**src/rtl/led_bank_ctrl.sv**
```systemverilog
// led_bank_ctrl: NUM_CH LED channels (off / on / PWM / blink) behind one 256-word register page.
// Latency: register updated 3 Clk after Wr falls, Led follows 1 Clk later; DataRd/Hit combinational.
// Backpressure: none; exactly one commit per Wr strobe, strobes spaced wider than the synchroniser.
module led_bank_ctrl #(
  parameter int unsigned NUM_CH     = 4,
  parameter logic [15:0] BASE_PAGE  = 16'hffe2,
  parameter int unsigned PRESCALE   = 50000,
  parameter bit          ACTIVE_LOW = 1'b1
) (
  input  logic              Clk,
  input  logic              Reset,
  input  logic [23:0]       Addr,
  input  logic              Wr,
  input  logic [15:0]       WrData,
  output logic [15:0]       DataRd,
  output logic              Hit,
  output logic [NUM_CH-1:0] Led
);

  localparam int unsigned       PW         = $clog2(PRESCALE);
  localparam logic [PW-1:0]     PRESC_LAST = PW'(PRESCALE - 1);
  localparam logic [7:0]        OFF_GLOBAL = 8'h20;
  localparam logic [7:0]        OFF_TICKS  = 8'h21;
  localparam logic [NUM_CH-1:0] LED_DARK   = {NUM_CH{ACTIVE_LOW}};

  // ------------------------------------------------------------------
  // Write strobe synchroniser and bus capture
  // ------------------------------------------------------------------
  logic        wr_meta_q, wr_sync_q, wr_dly_q;
  logic [23:0] addr_smp_q;
  logic [15:0] data_smp_q;

  // Two flops bring Wr into the Clk domain; a third copy gives the falling-edge detect
  always_ff @(posedge Clk or posedge Reset) begin
    if (Reset) begin
      wr_meta_q <= 1'b0;
      wr_sync_q <= 1'b0;
      wr_dly_q  <= 1'b0;
    end else begin
      wr_meta_q <= Wr;
      wr_sync_q <= wr_meta_q;
      wr_dly_q  <= wr_sync_q;
    end
  end

  // Capture the bus every Clk while the synchronised strobe is high; the last capture commits
  always_ff @(posedge Clk or posedge Reset) begin
    if (Reset) begin
      addr_smp_q <= '0;
      data_smp_q <= '0;
    end else if (wr_sync_q) begin
      addr_smp_q <= Addr;
      data_smp_q <= WrData;
    end
  end

  // ------------------------------------------------------------------
  // Write decode
  // ------------------------------------------------------------------
  logic       commit;
  logic       smp_hit;
  logic [7:0] wr_off;
  logic [2:0] wr_ch;
  logic       ch_wr;
  logic       global_wr;
  logic       restart;

  assign commit    = wr_dly_q & ~wr_sync_q;
  assign smp_hit   = (addr_smp_q[23:8] == BASE_PAGE);
  assign wr_off    = addr_smp_q[7:0];
  assign wr_ch     = wr_off[3:1];
  // Channel range check happens in the per-channel loop: no channel matches wr_ch >= NUM_CH
  assign ch_wr     = commit & smp_hit & (wr_off[7:4] == 4'd0);
  assign global_wr = commit & smp_hit & (wr_off == OFF_GLOBAL);
  assign restart   = global_wr & data_smp_q[1];

  // ------------------------------------------------------------------
  // Global state: enable, prescaler, PWM counter, tick counter
  // ------------------------------------------------------------------
  logic          enable_q, enable_d;
  logic [PW-1:0] presc_q, presc_d;
  logic [7:0]    pwm_q, pwm_d;
  logic [15:0]   ticks_q, ticks_d;
  logic          tick;

  assign tick = (presc_q == PRESC_LAST);

  // Free-running counters; a restart pulse zeroes all of them in the same Clk
  always_comb begin
    enable_d = enable_q;
    presc_d  = tick ? '0 : presc_q + PW'(1);
    pwm_d    = pwm_q + 8'd1;
    ticks_d  = tick ? ticks_q + 16'd1 : ticks_q;
    if (global_wr) begin
      enable_d = data_smp_q[0];
    end
    if (restart) begin
      presc_d = '0;
      pwm_d   = '0;
      ticks_d = '0;
    end
  end

  // Global state registers
  always_ff @(posedge Clk or posedge Reset) begin
    if (Reset) begin
      enable_q <= 1'b0;
      presc_q  <= '0;
      pwm_q    <= '0;
      ticks_q  <= '0;
    end else begin
      enable_q <= enable_d;
      presc_q  <= presc_d;
      pwm_q    <= pwm_d;
      ticks_q  <= ticks_d;
    end
  end

  // ------------------------------------------------------------------
  // Per-channel configuration and blink state
  // ------------------------------------------------------------------
  logic [NUM_CH-1:0][1:0] mode_q, mode_d;
  logic [NUM_CH-1:0][7:0] duty_q, duty_d;
  logic [NUM_CH-1:0][7:0] on_q, on_d;
  logic [NUM_CH-1:0][7:0] off_q, off_d;
  logic [NUM_CH-1:0][7:0] cnt_q, cnt_d;
  logic [NUM_CH-1:0]      phase_off_q, phase_off_d;   // 0 = ON phase, so reset lands in ON

  // Register writes and blink stepping; a write to a channel overrides a coincident tick
  always_comb begin
    mode_d      = mode_q;
    duty_d      = duty_q;
    on_d        = on_q;
    off_d       = off_q;
    cnt_d       = cnt_q;
    phase_off_d = phase_off_q;
    for (int i = 0; i < NUM_CH; i++) begin
      if (ch_wr && (wr_ch == 3'(i))) begin
        if (!wr_off[0]) begin
          mode_d[i] = data_smp_q[1:0];
          duty_d[i] = data_smp_q[15:8];
        end else begin
          on_d[i]  = data_smp_q[7:0];
          off_d[i] = data_smp_q[15:8];
        end
        phase_off_d[i] = 1'b0;
        cnt_d[i]       = '0;
      end else if (restart) begin
        phase_off_d[i] = 1'b0;
        cnt_d[i]       = '0;
      end else if (tick) begin
        if ((cnt_q[i] + 8'd1) == (phase_off_q[i] ? off_q[i] : on_q[i])) begin
          phase_off_d[i] = ~phase_off_q[i];
          cnt_d[i]       = '0;
        end else begin
          cnt_d[i] = cnt_q[i] + 8'd1;
        end
      end
    end
  end

  // Per-channel registers
  always_ff @(posedge Clk or posedge Reset) begin
    if (Reset) begin
      mode_q      <= '0;
      duty_q      <= '0;
      on_q        <= '0;
      off_q       <= '0;
      cnt_q       <= '0;
      phase_off_q <= '0;
    end else begin
      mode_q      <= mode_d;
      duty_q      <= duty_d;
      on_q        <= on_d;
      off_q       <= off_d;
      cnt_q       <= cnt_d;
      phase_off_q <= phase_off_d;
    end
  end

  // ------------------------------------------------------------------
  // Output: mode function gated by the global enable, then registered
  // ------------------------------------------------------------------
  logic [NUM_CH-1:0] lit;
  logic [NUM_CH-1:0] led_q;

  // Evaluate each channel's mode function; duty FF is full-on rather than 255/256
  always_comb begin
    lit = '0;
    for (int i = 0; i < NUM_CH; i++) begin
      case (mode_q[i])
        2'd0: lit[i] = 1'b0;
        2'd1: lit[i] = 1'b1;
        2'd2: lit[i] = (duty_q[i] == 8'hFF) | (pwm_q < duty_q[i]);
        2'd3: lit[i] = (on_q[i] != 8'd0) & ((off_q[i] == 8'd0) | ~phase_off_q[i]);
        default: lit[i] = 1'b0;
      endcase
      lit[i] = lit[i] & enable_q;
    end
  end

  // Register the LED drive with the board polarity applied
  always_ff @(posedge Clk or posedge Reset) begin
    if (Reset) begin
      led_q <= LED_DARK;
    end else begin
      led_q <= ACTIVE_LOW ? ~lit : lit;
    end
  end

  assign Led = led_q;

  // ------------------------------------------------------------------
  // Read path
  // ------------------------------------------------------------------
  logic [7:0] rd_off;
  logic [2:0] rd_ch;

  assign Hit    = (Addr[23:8] == BASE_PAGE);
  assign rd_off = Addr[7:0];
  assign rd_ch  = rd_off[3:1];

  // Combinational readback; unmapped offsets and channels >= NUM_CH return zero
  always_comb begin
    DataRd = '0;
    if (Hit) begin
      if (rd_off == OFF_GLOBAL) begin
        DataRd = {15'd0, enable_q};
      end else if (rd_off == OFF_TICKS) begin
        DataRd = ticks_q;
      end else if (rd_off[7:4] == 4'd0) begin
        for (int i = 0; i < NUM_CH; i++) begin
          if (rd_ch == 3'(i)) begin
            DataRd = rd_off[0] ? {off_q[i], on_q[i]} : {duty_q[i], 6'd0, mode_q[i]};
          end
        end
      end
    end
  end

endmodule

```
**config.mk**
```make
export PLATFORM = sky130hd
export DESIGN_NAME = led_bank_ctrl
export DESIGN_NICKNAME = d
export VERILOG_FILES = /design/src/rtl/led_bank_ctrl.sv
export SDC_FILE = /design/constraint.sdc
export NUM_CORES = 1
export LEC_CHECK = 0
export ABC_CLOCK_PERIOD_IN_PS = 9500
export CORE_UTILIZATION = 35
export DETAILED_ROUTE_END_ITERATION = 12
export GPL_TIMING_DRIVEN = 0
export SLEW_MARGIN = 10
export SYNTH_ARGS = -nofsm -noshare
export SYNTH_HDL_FRONTEND = slang
export SYNTH_SLANG_ARGS = --single-unit
```
**constraint.sdc**
```tcl
create_clock -name Clk -period 9.5 [get_ports Clk]
set_input_delay 1.9 -clock Clk [delete_from_list [all_inputs] [get_ports Clk]]
set_output_delay 1.9 -clock Clk [all_outputs]
set_load 0.01 [all_outputs]
```
### Word level (Yosys, flattened, before mapping)

Cells that the tools add are included.

* add/sub/neg operators: 7
* order comparisons: 4
* equal/unequal tests: 32
* muxes and demuxes: 57
* bitwise gates (word level): 28
* reduce and logical (&&, ||, !) cells: 41

Operators by type and width (number)
* $mux 16: 16
* $mux 8: 21
* $eq 16x16->1 const B: 3
* $add 8x1->8 const B: 5
* $add 16x1->16 const B: 2
* $eq 8x8->1: 4
* $eq 8x8->1 const B: 4
* $logic_not 8->1: 4
* $lt 8x8->1: 4
* $reduce_bool 8->1: 4
* $eq 8x6->1 const B: 3
* $reduce_and 2->1: 12
* $reduce_bool 3->1: 8
* $eq 2x2->1 const B: 8
* $mux 1: 16
* $pmux 1 s4: 4
* $and 1x1->1: 13
* $eq 3x2->1 const B: 4
* $eq 2x1->1 const B: 4
* $logic_not 2->1: 4
* $logic_not 4->1: 2
* $or 1x1->1: 8
* $eq 3x1->1 const B: 2
* $logic_not 3->1: 2
* 4 further kinds: 12

* flip-flop bits (word level): 228
* word-level logic and storage cells: 203

### Longest topological paths before layout

Gate-level depths: netlist of run 1.

* depth in word-level cells: 9
* mapped depth: 10
* mapped depth without buffers: 8

### Worst setup path before layout of run 1

OpenSTA, ideal clock, no wires.

* path type: input-to-output
* from: input Addr[1]
* to: output DataRd[12]
* arrival time: 3.549 ns
* data required time: 7.600 ns
* path slack: 4.051 ns
* stages on the path: 7
* path through: clkbuf_1 > clkbuf_1 > clkbuf_1 > nor2_1 > a22oi_1 > o211ai_1 > a21oi_1

* longest elaborated chain between the ends: 9
* elaborated cells between the ends (all ways): 14

RTL lines
* from (decl): line 12 `input logic [23:0] Addr,`
* $logic_not 3->1: line 233 `if (rd_ch == 3'(i)) begin`
* $mux 16 (4 in a row): line 233
* $mux 16: line 231 `end else if (rd_off[7:4] == 4'd0) begin`
* $mux 16: line 229 `end else if (rd_off == OFF_TICKS) begin`
* $mux 16 *: line 227 `if (rd_off == OFF_GLOBAL) begin`
* $mux 16 *: line 226 `if (Hit) begin`
* to (decl): line 15 `output logic [15:0] DataRd,`

Every way passes the cells marked *; elsewhere a longest branch is shown, timed or not.

### Worst setup path in the final report of run 1

* from: input Addr[3]
* to: output DataRd[11]

Same word-level chain as after synthesis.

==> results.toml, run 1 <==
[run_status]
status = "finished, violations left"
failed_checks = "DRC"

[clocking]
cts.clk_slew.worst_paths_ps = 50
clockBufferDepth = 3
post_cts_buffers = 0
cts.sink_count = 228
cts_made_buffers = 27
root_buffer = "clkbuf_16"
cts_max_level = 1
clk-insertion-delay-late_ps = 560
cts_tree = "built"
postCtsHoldBufs = 0
cts_resized = 0

[floorplan]
die_w_um = 193.1
pin_count = 64
dieArea_um2 = 37300
die_h_um = 193.1
start_util_pct = 35.77
core-area_um2 = 35740
placementRows = 69

[global_route]
grt_pass1_vias = 9544
grtUsageTotal_pct = 19.45
grt_max_degree = 116
grt_first_pass_wirelength_um = 55520
grt.overflow.total = 0
antenna_found_initial = 1

[sta]
finalHoldViolCount = 0
period_share_pct = 78.66
tns_ps = 0
min_period_ps = 7473
final_max_slew_viol_count = 0
worst_slew_pin_slew_ps = 1237
slew-limit-headroom_pct = 16.77
setup_viol_count_final = 0
finClkSkew_ps = 26.09
worst_slack_ps = 2027
fmax_ghz = 0.1338
rsz0062_at_grt = "no"

[worst_hold_path]
holdPathEnd = "wr_sync_q"
hold_path_class = "flop to flop"
min_from = "wr_meta_q"
hold_depth = 0

[logic_synthesis]
synth-edff-count = 0
syn_nets = 1258
synth_cells = 1180
yosysMostFrequentCell = "dfrtp_1"
synth.cell_area_um2 = 12780
ys_seq_area_share_pct = 44.67
ys_async_sr_fraction_pct = 100.0
synth_flop_cell = "dfrtp_1"
synth_common_cells = "dfrtp_1, nor2_1, mux2_2"
yosysTopAreaCell = "dfrtp_1"
synth_seq_cells = 228
yosysWarnings = 0
yosys.area.top_type_share_pct = 43.84
synth.area.top_cells = "dfrtp_1, mux2_2, mux2_1, mux2i_1, ha_1"
synth_cell_types = 69
avgSynthCellArea_um2 = 10.83

[cells_and_area]
finalInstanceArea_um2 = 14920
instances_no_fill = 1755
area_delta_synth_final_pct = 16.67
nets = 1349
drive_above_1_share_pct = 14.63

[power]
vdd_drop_max_uv = 133.8
power.density_nw_per_um2 = 145.2
p_leak_uw = 0.006369

[worst_setup_path]
crit_path_top_delay_cell = "nor4_1"
cpMostUsedCell = "clkdlybuf4s50_1"
path_class = "input port to output pin"
r2r_end = "cnt_q[17]"
critical_path_required_ps = 7600
reg2reg_slack_ps = 6650
r2r_cells = 8
slowest_delay_ps = 1090
end_kind = "output pin"
worstPathMaxFanout = 10
cp-start-kind = "input port"
crit_chain = "clkdlybuf4s50_1 -> nor4_1 -> nand3_1 -> nor2_1 -> clkbuf_1 -> nand2_1 -> a21oi_1 -> clkdlybuf4s50_1"
r2r-start = "presc_q[0]"
arrival_ps = 5570

[placement]
hpwlAfterDp_um = 25670
dpl_worst_slack_ps = 2323
place_area_um2 = 14010
io_buffers = 61
dp_cells = 1703
gp_congestion = 0.9113

[routing]
drcViolationCount = 16
drt-total-wl_um = 35270
antenna_left = 0
routed_via_density = 5.436
drt-initial-drc-count = 677
firstDrtPassIters = 9
wire_per_inst_um = 20.10
routed-via-count = 9540

[flow_run]
maxCapViolCount = 0
[per-layer routing]
metal / wire, um / track usage, % / share of wire [%] / vias up
li1: - / - / - / 4447
met1: 16630 / 27.37 / 47 / 4780
met2: 15490 / 29.46 / 44 / 236
met3: 1884 / 3.928 / 5.3 / 77
met4: 1261 / 7.121 / 3.6 / 0
met5: 0 / 0 / 0 / -
[state kept, by name, summed over array words and instances (netlist names), 16 cells and up]
signal      flops
addr_smp_q     24
off_q          32
presc_q        16
duty_q         32
cnt_q          32
data_smp_q     16
ticks_q        16
on_q           32
[metrics by stage]
| stage | utilization, % | total power [uW] | hold slack, ps |
|---|---|---|---|
| 2_1_floorplan | - | 1083 | 331.2 |
| 3_3_place_gp | 39.09 | 1137 | 332.5 |
| 3_5_place_dp | 39.19 | 1141 | 336.2 |
| 4_1_cts | 41.72 | 2181 | 348.8 |
| 5_1_grt | 41.72 | 2235 | 367.0 |
| 6_report | 41.73 | 2166 | 346.6 |
[layout make-up]
class                      count  area (um^2)
antenna                        2        5.005
buffer                        55        261.5
clock buffer                  42        832.0
clock inverter                 8        71.32
fill                        3440        20830
inverter                      36        142.6
multi-input combinational    861         6678
sequential                   228         5710
tap                          461        576.8
timing repair buffer          62        638.1
[cells by family after synthesis]
logic type | synth area share (%)
simple gates | 15.11
flops | 44.67
mux | 19.87
compound gates | 7.653
buf+inv | 3.102
xor+xnor | 6.175
fa+ha+maj | 3.425
[placed cells by master (no fill, tap or decap), types with 6 or more instances in the layout]
master / instances
mux2_2: 87
and3_1: 9
nor4_1: 21
nand3b_1: 7
nor3_1: 28
clkbuf_8: 10
nand2_1: 73
clkdlybuf4s50_1: 61
nand2b_1: 9
mux2i_1: 52
o21ai_1: 6
ha_1: 35
and2_1: 12
o21ai_0: 18
clkbuf_1: 35
xor2_1: 38
nor2b_1: 8
buf_1: 7
a22oi_1: 13
mux2_1: 71
nand4_1: 25
buf_2: 11
a31oi_1: 13
clkbuf_16: 27
dfrtp_1: 224
mux4_2: 10
or4_1: 8
xnor2_1: 47
a21o_1: 18
nand3_1: 37
inv_1: 34
nor2_1: 96
a21oi_1: 51
o211ai_1: 8
[how the worst max path moves through the flow]
stage            start       endpoint  slack, ps  depth (start not counted)
6_report       Addr[3]     DataRd[11]       2030                          8
5_1_grt        Addr[3]     DataRd[11]       1840                          8
3_5_place_dp   Addr[3]     DataRd[13]       2320                          8
4_1_cts        Addr[3]     DataRd[13]       2320                          8
3_3_place_gp     Reset    ticks_q[12]      -1810                          2
2_1_floorplan    Reset  addr_smp_q[0]       1360                          1
[power by group]
group / internal, uW / switching, uW
clock network: 626 / 417
registers: 989 / 29.7
logic: 45.0 / 59.3
[worst max-delay path: cells and delay by family]
family | cells | cell delay (ps)
compound gates | 1 | 180
buf+inv | 3 | 1520
simple gates | 4 | 1970
No activity file was read; power rests on OpenSTA's default activity.
==> run 2, diff against run 1 <==
ABC_CLOCK_PERIOD_IN_PS = 6700   (was 9500)
clock period = 6.7 ns   (was 9.5 ns; I/O delays follow)
==> run 2 against run 1 <==
The flow still finishes with violations (DRC). Count of clock-buffer cells in the layout is 7 lower. Worst hold slack gained 9.7 ps. Sequential power is 41% higher. Flip-flop and latch count unchanged. Setup slack got worse by 1400 ps. Core utilization up 0.48 points. Global-route usage shrank 0.098 points. Register-to-register slack worse by 2800 ps. Die area stayed put. Critical path depth is the same. Wire length shrank 0.98%. Sequential share of layout area fell by 0.43 points.
==> results.toml, run 2 (synthesis results as in run 1) <==
[run_status]
status = "finished, violations left"
failed_checks = "DRC"

[floorplan]
start_util_pct = 35.77
placementRows = 69
core-area_um2 = 35740
pin_count = 64
dieArea_um2 = 37300
die_h_um = 193.1
die_w_um = 193.1

[sta]
fmax_ghz = 0.1635
hold_slack_ps = 356.3
period_share_pct = 91.30
worst_slew_pin_slew_ps = 1153
tns_ps = 0
slew-limit-headroom_pct = 22.54
finalHoldViolCount = 0
setup_viol_count_final = 0
min_period_ps = 6117
final_max_slew_viol_count = 0
finClkSkew_ps = 19.09
rsz0062_at_grt = "no"

[flow_run]
maxCapViolCount = 0

[power]
vdd_drop_max_uv = 167.6
p_leak_uw = 0.006449
power.density_nw_per_um2 = 210.3

[clocking]
cts.clk_slew.worst_paths_ps = 60
cts_made_buffers = 27
cts.sink_count = 228
cts_max_level = 1
clockBufferDepth = 3
clk-insertion-delay-late_ps = 550
cts_resized = 0
post_cts_buffers = 0
cts_tree = "built"
root_buffer = "clkbuf_16"
postCtsHoldBufs = 0

[worst_hold_path]
min_from = "wr_meta_q"
hold_path_class = "flop to flop"
hold_depth = 0
holdPathEnd = "wr_sync_q"

[routing]
met3WireLength_um = 2069
drcViolationCount = 5
drt-total-wl_um = 34930
met1Wirelength_um = 16360
firstDrtPassIters = 9
routed_via_density = 5.429
antenna_left = 0
drt-initial-drc-count = 566
wl_met2_um = 15710
highest_layer = "met4"
routed-via-count = 9549
wire_per_inst_um = 19.86

[worst_setup_path]
r2r_cells = 9
end_kind = "output pin"
reg2reg_slack_ps = 3890
path_class = "input port to output pin"
cp-start-kind = "input port"
crit_family = "simple AND/OR/NAND/NOR gates"
r2r-start = "wr_sync_q"
worstPathMaxFanout = 10
critical_path_required_ps = 5360
crit_chain = "clkdlybuf4s50_1 -> nor4_1 -> nand3_1 -> nor2_1 -> clkbuf_1 -> a21oi_1 -> nor2_1 -> clkdlybuf4s50_1"
r2r_end = "on_q[20]"
crit_path_start = "Addr[3]"
arrival_ps = 4780
crit_path_top_delay_cell = "nor4_1"
slowest_delay_ps = 920
cp_num_buf_inv = 3

[global_route]
grt_first_pass_wirelength_um = 55390
grt_pass1_vias = 9502
grt.overflow.total = 0
grtUsageTotal_pct = 19.35
grt_max_degree = 40
antenna_found_initial = 1

[placement]
io_buffers = 61
hpwlAfterDp_um = 26330
gp_congestion = 0.9307

[cells_and_area]
area_delta_synth_final_pct = 18.00
drive_above_1_share_pct = 15.18
final_common_cell = "dfrtp_1"
antenna_cells = 0
nets = 1355
final_cell_mix = "dfrtp_1, nor2_1, mux2_2"
nFillCells = 3490
-- run 2: how the worst max path moves through the flow --
stage,to,slack (ps),cells after the start
floorplan,DataRd[12],2370,7
global placement,duty_q[18],530,2
detailed placement,DataRd[2],660,8
CTS,DataRd[2],650,8
global route,DataRd[13],270,8
finish,DataRd[2],580,8
-- run 2: power breakdown --
part / leakage (uW) / switching, uW / internal, uW
registers: 0.00305 / 41.4 / 1400
clock network: 0.000479 / 587 / 985
logic: 0.00292 / 85.6 / 70.8
-- run 2: through the flow --
step / utilization (%) / cell area (um^2) / total power (uW) / worst slack (ps) / std cells
after CTS: 42.21 / 15090 / 3209 / 651.4 / 1759
after global placement: 39.10 / 13980 / 1613 / 525.4 / 1702
final: 42.21 / 15090 / 3172 / 582.9 / 1759
after global routing: 42.21 / 15090 / 3282 / 265.3 / 1759
after floorplan: - / 12790 / 1536 / 2371 / 1180
after detailed placement: 39.52 / 14120 / 1626 / 657.3 / 1709
-- run 2: metal layers --
| metal | global-route usage, % | up-vias |
|---|---|---|
| li1 | - | 4462 |
| met1 | 27.81 | 4753 |
| met2 | 30.00 | 276 |
| met3 | 3.186 | 58 |
| met4 | 5.258 | 0 |
| met5 | 0 | - |
-- run 2: final cells by class --
type / instances / area [um^2] / share of cell area [%]
Sequential cell: 228 / 5710 / 37.85
Clock inverter: 15 / 206.4 / 1.369
Multi-Input combinational cell: 861 / 6678 / 44.26
Buffer: 55 / 261.5 / 1.733
Tap cell: 461 / 576.8 / 3.824
Inverter: 36 / 138.9 / 0.9206
Timing Repair Buffer: 68 / 758.2 / 5.026
Clock buffer: 35 / 755.7 / 5.010
